## config.mk

```make
export PLATFORM = sky130hd
export DESIGN_NAME = kb_queue_ctrl
export DESIGN_NICKNAME = d
export VERILOG_FILES = /design/src/rtl/kb_queue_ctrl.sv
export SDC_FILE = /design/constraint.sdc
export NUM_CORES = 1
export LEC_CHECK = 0
export BUFFER_PORTS_ARGS = -buffer_cell sky130_fd_sc_hd__buf_2
export CAP_MARGIN = 5
export CORE_MARGIN = 4
export CORE_UTILIZATION = 44
export CTS_BUF_LIST = sky130_fd_sc_hd__clkbuf_8
export CTS_CLUSTER_SIZE = 14
export DETAILED_ROUTE_END_ITERATION = 10
export GPL_TIMING_DRIVEN = 0
export HOLD_SLACK_MARGIN = 0.06
export PLACE_DENSITY = 0.81
export SKIP_LAST_GASP = 1
export SYNTH_ARGS = -nofsm -noshare
export SYNTH_HDL_FRONTEND = slang
export SYNTH_SLANG_ARGS = --single-unit
```

## constraint.sdc

```tcl
create_clock -name clk -period 1.9 [get_ports clk]
set_input_delay 0.19 -clock clk [delete_from_list [all_inputs] [get_ports clk]]
set_output_delay 0.19 -clock clk [all_outputs]
set_load 0.02 [all_outputs]
```

## src/rtl/kb_queue_ctrl.sv

```systemverilog
// kb_queue_ctrl: sequencer and arbiter in front of the keyboard char_queue.
// The PS/2 decoder pushes entries through a one-deep hold register. The CPU
// pops entries through a single pending-read flag. Each queue access is
// shaped into a one-cycle write/read strobe followed by a wait cycle. When
// both sides are waiting, the side that was not served last is granted.
//
// Ports
//   clk, rst_n        system clock, async active-low reset
//   dec_vld_i         decoder event pulse, with dec_entry_i / dec_make_i
//   cpu_rd_req_i      CPU pop request pulse
//   cpu_ovf_clr_i     clears the overflow flag and the drop counter
//   cpu_rd_vld_o      response strobe, with cpu_rd_data_o / cpu_rd_empty_o
//   ovf_o, ovf_cnt_o  sticky drop flag and saturating drop count
//   pending_o         hold register occupied
//   q_write_o, q_read_o, q_entry_o, q_make_o   towards char_queue
//   q_entry_i, q_empty_i, q_full_i             from char_queue
//
// state    | meaning
// ---------+----------------------------------------------------------
// IDLE     | arbitrate between the hold register and the pending read
// WR       | q_write_o strobe; entry comes from the hold register
// WR_WAIT  | queue stores the entry; the hold register is freed at the end
// RD       | q_read_o strobe
// RD_WAIT  | queue presents the entry; it is captured at the end
// RESP     | cpu_rd_vld_o strobe with the captured data / empty flag
module kb_queue_ctrl #(
  parameter int DATA_WIDTH = 32,
  parameter int CNT_W      = 8
) (
  input  logic                  clk,
  input  logic                  rst_n,
  input  logic                  dec_vld_i,
  input  logic [17:0]           dec_entry_i,
  input  logic                  dec_make_i,
  input  logic                  cpu_rd_req_i,
  input  logic                  cpu_ovf_clr_i,
  output logic                  cpu_rd_vld_o,
  output logic [DATA_WIDTH-1:0] cpu_rd_data_o,
  output logic                  cpu_rd_empty_o,
  output logic                  ovf_o,
  output logic [CNT_W-1:0]      ovf_cnt_o,
  output logic                  pending_o,
  output logic                  q_write_o,
  output logic                  q_read_o,
  output logic [17:0]           q_entry_o,
  output logic                  q_make_o,
  input  logic [DATA_WIDTH-1:0] q_entry_i,
  input  logic                  q_empty_i,
  input  logic                  q_full_i
);

  typedef enum logic [2:0] {
    ST_IDLE    = 3'd0,
    ST_WR      = 3'd1,
    ST_WR_WAIT = 3'd2,
    ST_RD      = 3'd3,
    ST_RD_WAIT = 3'd4,
    ST_RESP    = 3'd5
  } state_t;

  // The decoder emits this entry for events that carry no character.
  localparam logic [17:0] FILTER_ENTRY = 18'h3FFFF;

  state_t                r_state;
  state_t                w_state_nxt;
  logic                  r_hold_vld;
  logic [17:0]           r_hold_entry;
  logic                  r_hold_make;
  logic                  r_rd_pend;
  logic                  r_last_wr;
  logic [DATA_WIDTH-1:0] r_rd_data;
  logic                  r_rd_empty;
  logic                  r_ovf;
  logic [CNT_W-1:0]      r_ovf_cnt;
  logic                  r_q_write;
  logic                  r_q_read;
  logic                  r_cpu_rd_vld;

  logic w_wr_cand;
  logic w_rd_cand;
  logic w_grant_wr;
  logic w_grant_rd;
  logic w_evt;
  logic w_hold_release;
  logic w_hold_load;
  logic w_drop;
  logic w_rd_inflight;
  logic w_q_write_nxt;
  logic w_q_read_nxt;
  logic w_cpu_rd_vld_nxt;

  assign w_wr_cand  = r_hold_vld & ~q_full_i;
  assign w_rd_cand  = r_rd_pend;
  // Under contention the side not served last wins.
  assign w_grant_wr = w_wr_cand & (~w_rd_cand | ~r_last_wr);
  assign w_grant_rd = w_rd_cand & ~w_grant_wr;

  assign w_evt          = dec_vld_i & (dec_entry_i != FILTER_ENTRY);
  // The hold register may be refilled on the same edge that frees it.
  assign w_hold_release = (r_state == ST_WR_WAIT);
  assign w_hold_load    = w_evt & (~r_hold_vld | w_hold_release);
  assign w_drop         = w_evt & ~w_hold_load;

  assign w_rd_inflight = (r_state == ST_RD) | (r_state == ST_RD_WAIT) |
                         (r_state == ST_RESP);

  // State register, including the registered strobes.
  always_ff @(posedge clk or negedge rst_n) begin
    if (!rst_n) begin
      r_state      <= ST_IDLE;
      r_q_write    <= 1'b0;
      r_q_read     <= 1'b0;
      r_cpu_rd_vld <= 1'b0;
    end else begin
      r_state      <= w_state_nxt;
      r_q_write    <= w_q_write_nxt;
      r_q_read     <= w_q_read_nxt;
      r_cpu_rd_vld <= w_cpu_rd_vld_nxt;
    end
  end

  // Next-state logic.
  always_comb begin
    w_state_nxt = r_state;
    case (r_state)
      ST_IDLE: begin
        if (w_grant_wr) begin
          w_state_nxt = ST_WR;
        end else if (w_grant_rd) begin
          // An empty queue is answered directly without touching it.
          w_state_nxt = q_empty_i ? ST_RESP : ST_RD;
        end
      end
      ST_WR:      w_state_nxt = ST_WR_WAIT;
      ST_WR_WAIT: w_state_nxt = ST_IDLE;
      ST_RD:      w_state_nxt = ST_RD_WAIT;
      ST_RD_WAIT: w_state_nxt = ST_RESP;
      ST_RESP:    w_state_nxt = ST_IDLE;
      default:    w_state_nxt = ST_IDLE;
    endcase
  end

  // Output logic. Strobes are decoded from the next state so that they
  // come out of flops aligned with the state they belong to.
  always_comb begin
    w_q_write_nxt    = (w_state_nxt == ST_WR);
    w_q_read_nxt     = (w_state_nxt == ST_RD);
    w_cpu_rd_vld_nxt = (w_state_nxt == ST_RESP);
  end

  always_ff @(posedge clk or negedge rst_n) begin
    if (!rst_n) begin
      r_hold_vld   <= 1'b0;
      r_hold_entry <= '0;
      r_hold_make  <= 1'b0;
    end else if (w_hold_load) begin
      r_hold_vld   <= 1'b1;
      r_hold_entry <= dec_entry_i;
      r_hold_make  <= dec_make_i;
    end else if (w_hold_release) begin
      r_hold_vld   <= 1'b0;
    end
  end

  always_ff @(posedge clk or negedge rst_n) begin
    if (!rst_n) begin
      r_rd_pend <= 1'b0;
    end else if (w_state_nxt == ST_RESP) begin
      r_rd_pend <= 1'b0;
    end else if (cpu_rd_req_i & ~w_rd_inflight) begin
      r_rd_pend <= 1'b1;
    end
  end

  always_ff @(posedge clk or negedge rst_n) begin
    if (!rst_n) begin
      r_last_wr <= 1'b0;
    end else if (r_state == ST_WR_WAIT) begin
      r_last_wr <= 1'b1;
    end else if (r_state == ST_RD_WAIT) begin
      r_last_wr <= 1'b0;
    end
  end

  always_ff @(posedge clk or negedge rst_n) begin
    if (!rst_n) begin
      r_rd_data  <= '0;
      r_rd_empty <= 1'b0;
    end else if (r_state == ST_RD_WAIT) begin
      r_rd_data  <= q_entry_i;
      r_rd_empty <= 1'b0;
    end else if ((r_state == ST_IDLE) && (w_state_nxt == ST_RESP)) begin
      r_rd_data  <= '0;
      r_rd_empty <= 1'b1;
    end
  end

  // A clear wins over a drop in the same cycle.
  always_ff @(posedge clk or negedge rst_n) begin
    if (!rst_n) begin
      r_ovf     <= 1'b0;
      r_ovf_cnt <= '0;
    end else if (cpu_ovf_clr_i) begin
      r_ovf     <= 1'b0;
      r_ovf_cnt <= '0;
    end else if (w_drop) begin
      r_ovf <= 1'b1;
      if (r_ovf_cnt != {CNT_W{1'b1}}) begin
        r_ovf_cnt <= r_ovf_cnt + {{(CNT_W-1){1'b0}}, 1'b1};
      end
    end
  end

  assign cpu_rd_vld_o   = r_cpu_rd_vld;
  assign cpu_rd_data_o  = r_rd_data;
  assign cpu_rd_empty_o = r_rd_empty;
  assign ovf_o          = r_ovf;
  assign ovf_cnt_o      = r_ovf_cnt;
  assign pending_o      = r_hold_vld;
  assign q_write_o      = r_q_write;
  assign q_read_o       = r_q_read;
  assign q_entry_o      = r_hold_entry;
  assign q_make_o       = r_hold_make;

endmodule

```

==> metrics.txt <==
DRT iter0 DRCs=91; Internal Power=4.00 mW; WL final=7420 microns; fin crit share=0.994; kind of critical path=flop to flop; Sink Count=70; gp weighted congestion=0.847; Via density=5.25; RSZ-0062 raised after global routing=true; fin cells=451; Sw Ratio=0.389; synthesized cell area=2840 sq um; top sig layer=met4; DP Worst Slack=-232 ps; Die W=88.3 microns; Met1 Routed Length=3050 microns; Clock Latency Late Sink=350 ps; Static Leak=2.05 nW; most frequent cells after synthesis=dfrtp_1, a22o_1, mux2_2, mux2_4, clkbuf_1; clk_skew=8.51 ps; die area=7800 sq um; Slew @ Worst Pin=865 ps; syn nets=270; pin count of the biggest net entering global routing=71; 1st-pass router iterations=4; fin nets=430; WL met2=3740 microns; dpl cells=408; Final HPWL DP=5050 microns; Critical Path AT=2120 ps; number of diodes=0; ranking of synthesized cells by area=dfrtp_1, a22o_1, mux2_4, mux2_2, a21oi_1; count leader, synth=dfrtp_1; CP Data Required Time=2130 ps; num ports=123; core area=6100 sq um; Core Rows=28; Rel. slew slack=0.423; initial antenna violation count=0; sequential fraction of the synthesis area=0.617; worst hold slack=68.1 ps; Crit-path slowest cell=dfrtp_1; Vias=2367; status=finished clean; PortBufs=122; Setup violations, final=0; cell count after synthesis=211; Hold WC Path Type=primary input to flop; Synth Area per Inst=13.4 sq um; # fillers=461; worst path cell trace=ha_4 -> nand3_4 -> nor2_2 -> a2111oi_4 -> and4_4 -> mux2_2; Distinct cells, synth=37; worst-path maximum fanout=4; Root Buffer=clkbuf_8; max-slew violations=0; layout cells sized above 1=0.489; Synth Flop Type=dfrtp_1; max frequency=530 MHz; Synth area leader=dfrtp_1; Die Height=88.3 microns; Pwr Total=6.54 mW; max incr delay on CP=440 ps; GR Util All Layers=0.194; Remaining DRCs=0; Synth Register Bits=70; Cell Pwr Density=1590 nW/um^2; drt wl/cell=16.5 microns; EDFF count, synth=0; Num CTS Buffers=9; total of max-cap violations=0; final instance area=4100 sq um; Starting Density=0.466; Worst-path clk slew=80 ps; grt ovf=0; global-route wire length before repair=11700 microns; sw power=2.55 mW; crit path capture type=flop; WL met3=453 microns; yosys warns=0; fin util=0.673; number of global-route vias before repair=2412; peak supply drop=854 uV; Setup WS post-layout=12.2 ps; min Tclk post-route=1890 ps; critical path launch point type=flop; share of the synthesized area in the top cell type=0.617; area delta synth->final=44.5%; H-tree lvl count=3; DRT antenna net count=0; Hold Vio Cnt, Final=0; Async S/R FF share, synth=1.00; Max Buffers Root-to-Sink=2; Setup TNS=0 ps; CTS tree=built; share of power burned in registers=0.371; Placed Area=3560 sq um; clock network fraction of total power=0.190; share of total power in combinational logic=0.439
[power by group through the flow]
stage / Combinational [mW] / Clock, mW / Sequential, mW
5_1_grt: 3.07 / 1.34 / 2.51
3_5_place_dp: 2.71 / 0 / 2.42
3_3_place_gp: 2.64 / 0 / 2.40
6_report: 2.87 / 1.24 / 2.43
4_1_cts: 2.84 / 1.27 / 2.42
2_1_floorplan: 1.16 / 0 / 3.04
[critical path, delay by kind of cell (launching register included)]
family	cells	cell delay (ps)
adders and majority gates	1	200
and+or+nand+nor	3	430
DFF	1	440
muxes	1	320
AOI/OAI and AO/OA	1	380
[registers in the layout (all words and copies together) (netlist names)]
name	flops
cpu_rd_data_o	32
q_entry_o	18
ovf_cnt_o	8
r_state	3
cpu_rd_empty_o	1
cpu_rd_vld_o	1
ovf_o	1
pending_o	1
q_make_o	1
q_read_o	1
q_write_o	1
r_last_wr	1
r_rd_pend	1
[per-layer routing]
metal | global-route usage | vias up
met5 | 0 | -
met4 | 0.0989 | 0
met3 | 0.0382 | 14
met2 | 0.306 | 79
met1 | 0.254 | 1150
li1 | - | 1124
[cell usage in the layout, fill, tap and decap left out, types with 5 or more instances in the layout]
cell           count
a21oi_1            8
a22o_1            32
buf_2            121
buf_4              6
clkbuf_1           5
clkbuf_8          11
dfrtp_1           68
dlygate4sd3_1     23
inv_1              7
mux2_2            10
mux2_4            10
nand4_1            5
nor2_1             5
[area by class of cell]
| cell class | count | area, sq um | area share |
|---|---|---|---|
| Buffer | 11 | 86.3 | 0.0210 |
| Clock buffer | 10 | 138 | 0.0336 |
| Multi-Input combinational cell | 121 | 1050 | 0.256 |
| Tap cell | 75 | 93.8 | 0.0229 |
| Clock inverter | 6 | 68.8 | 0.0168 |
| Inverter | 8 | 30.0 | 0.00732 |
| Timing Repair Buffer | 150 | 881 | 0.215 |
| Sequential cell | 70 | 1750 | 0.428 |
[final timing paths]
kind / from / depth (start not counted) / to / slack (ps)
worst min register to register: cpu_rd_data_o[11] / 1 / cpu_rd_data_o[11] / 510
worst max-delay path: ovf_cnt_o[1] / 6 / ovf_cnt_o[5] / 10
worst min-delay path: q_entry_i[9] / 2 / cpu_rd_data_o[9] / 70
max in group asynchronous: rst_n / 2 / ovf_cnt_o[0] / 790
worst max register to register: ovf_cnt_o[1] / 6 / ovf_cnt_o[5] / 10
min in group asynchronous: rst_n / 2 / cpu_rd_data_o[11] / 500
[logic make-up after synthesis]
logic type	share of synthesized area
AO/OA/AOI/OAI	0.159
adder cells (fa/ha/maj)	0.00441
buffers and inverters	0.0384
flip-flops	0.617
multiplexers	0.0961
AND/OR/NAND/NOR	0.0851
[what timing repair did]
action,in CTS,in global routing
hold endpoints to repair,92,0
hold buffers,23,0
cloned,0,0
buffers inserted,3,2
setup endpoints to repair,51,36
pin swaps,3,2
gates resized for setup,10,9
No activity file was read; power rests on OpenSTA's default activity.
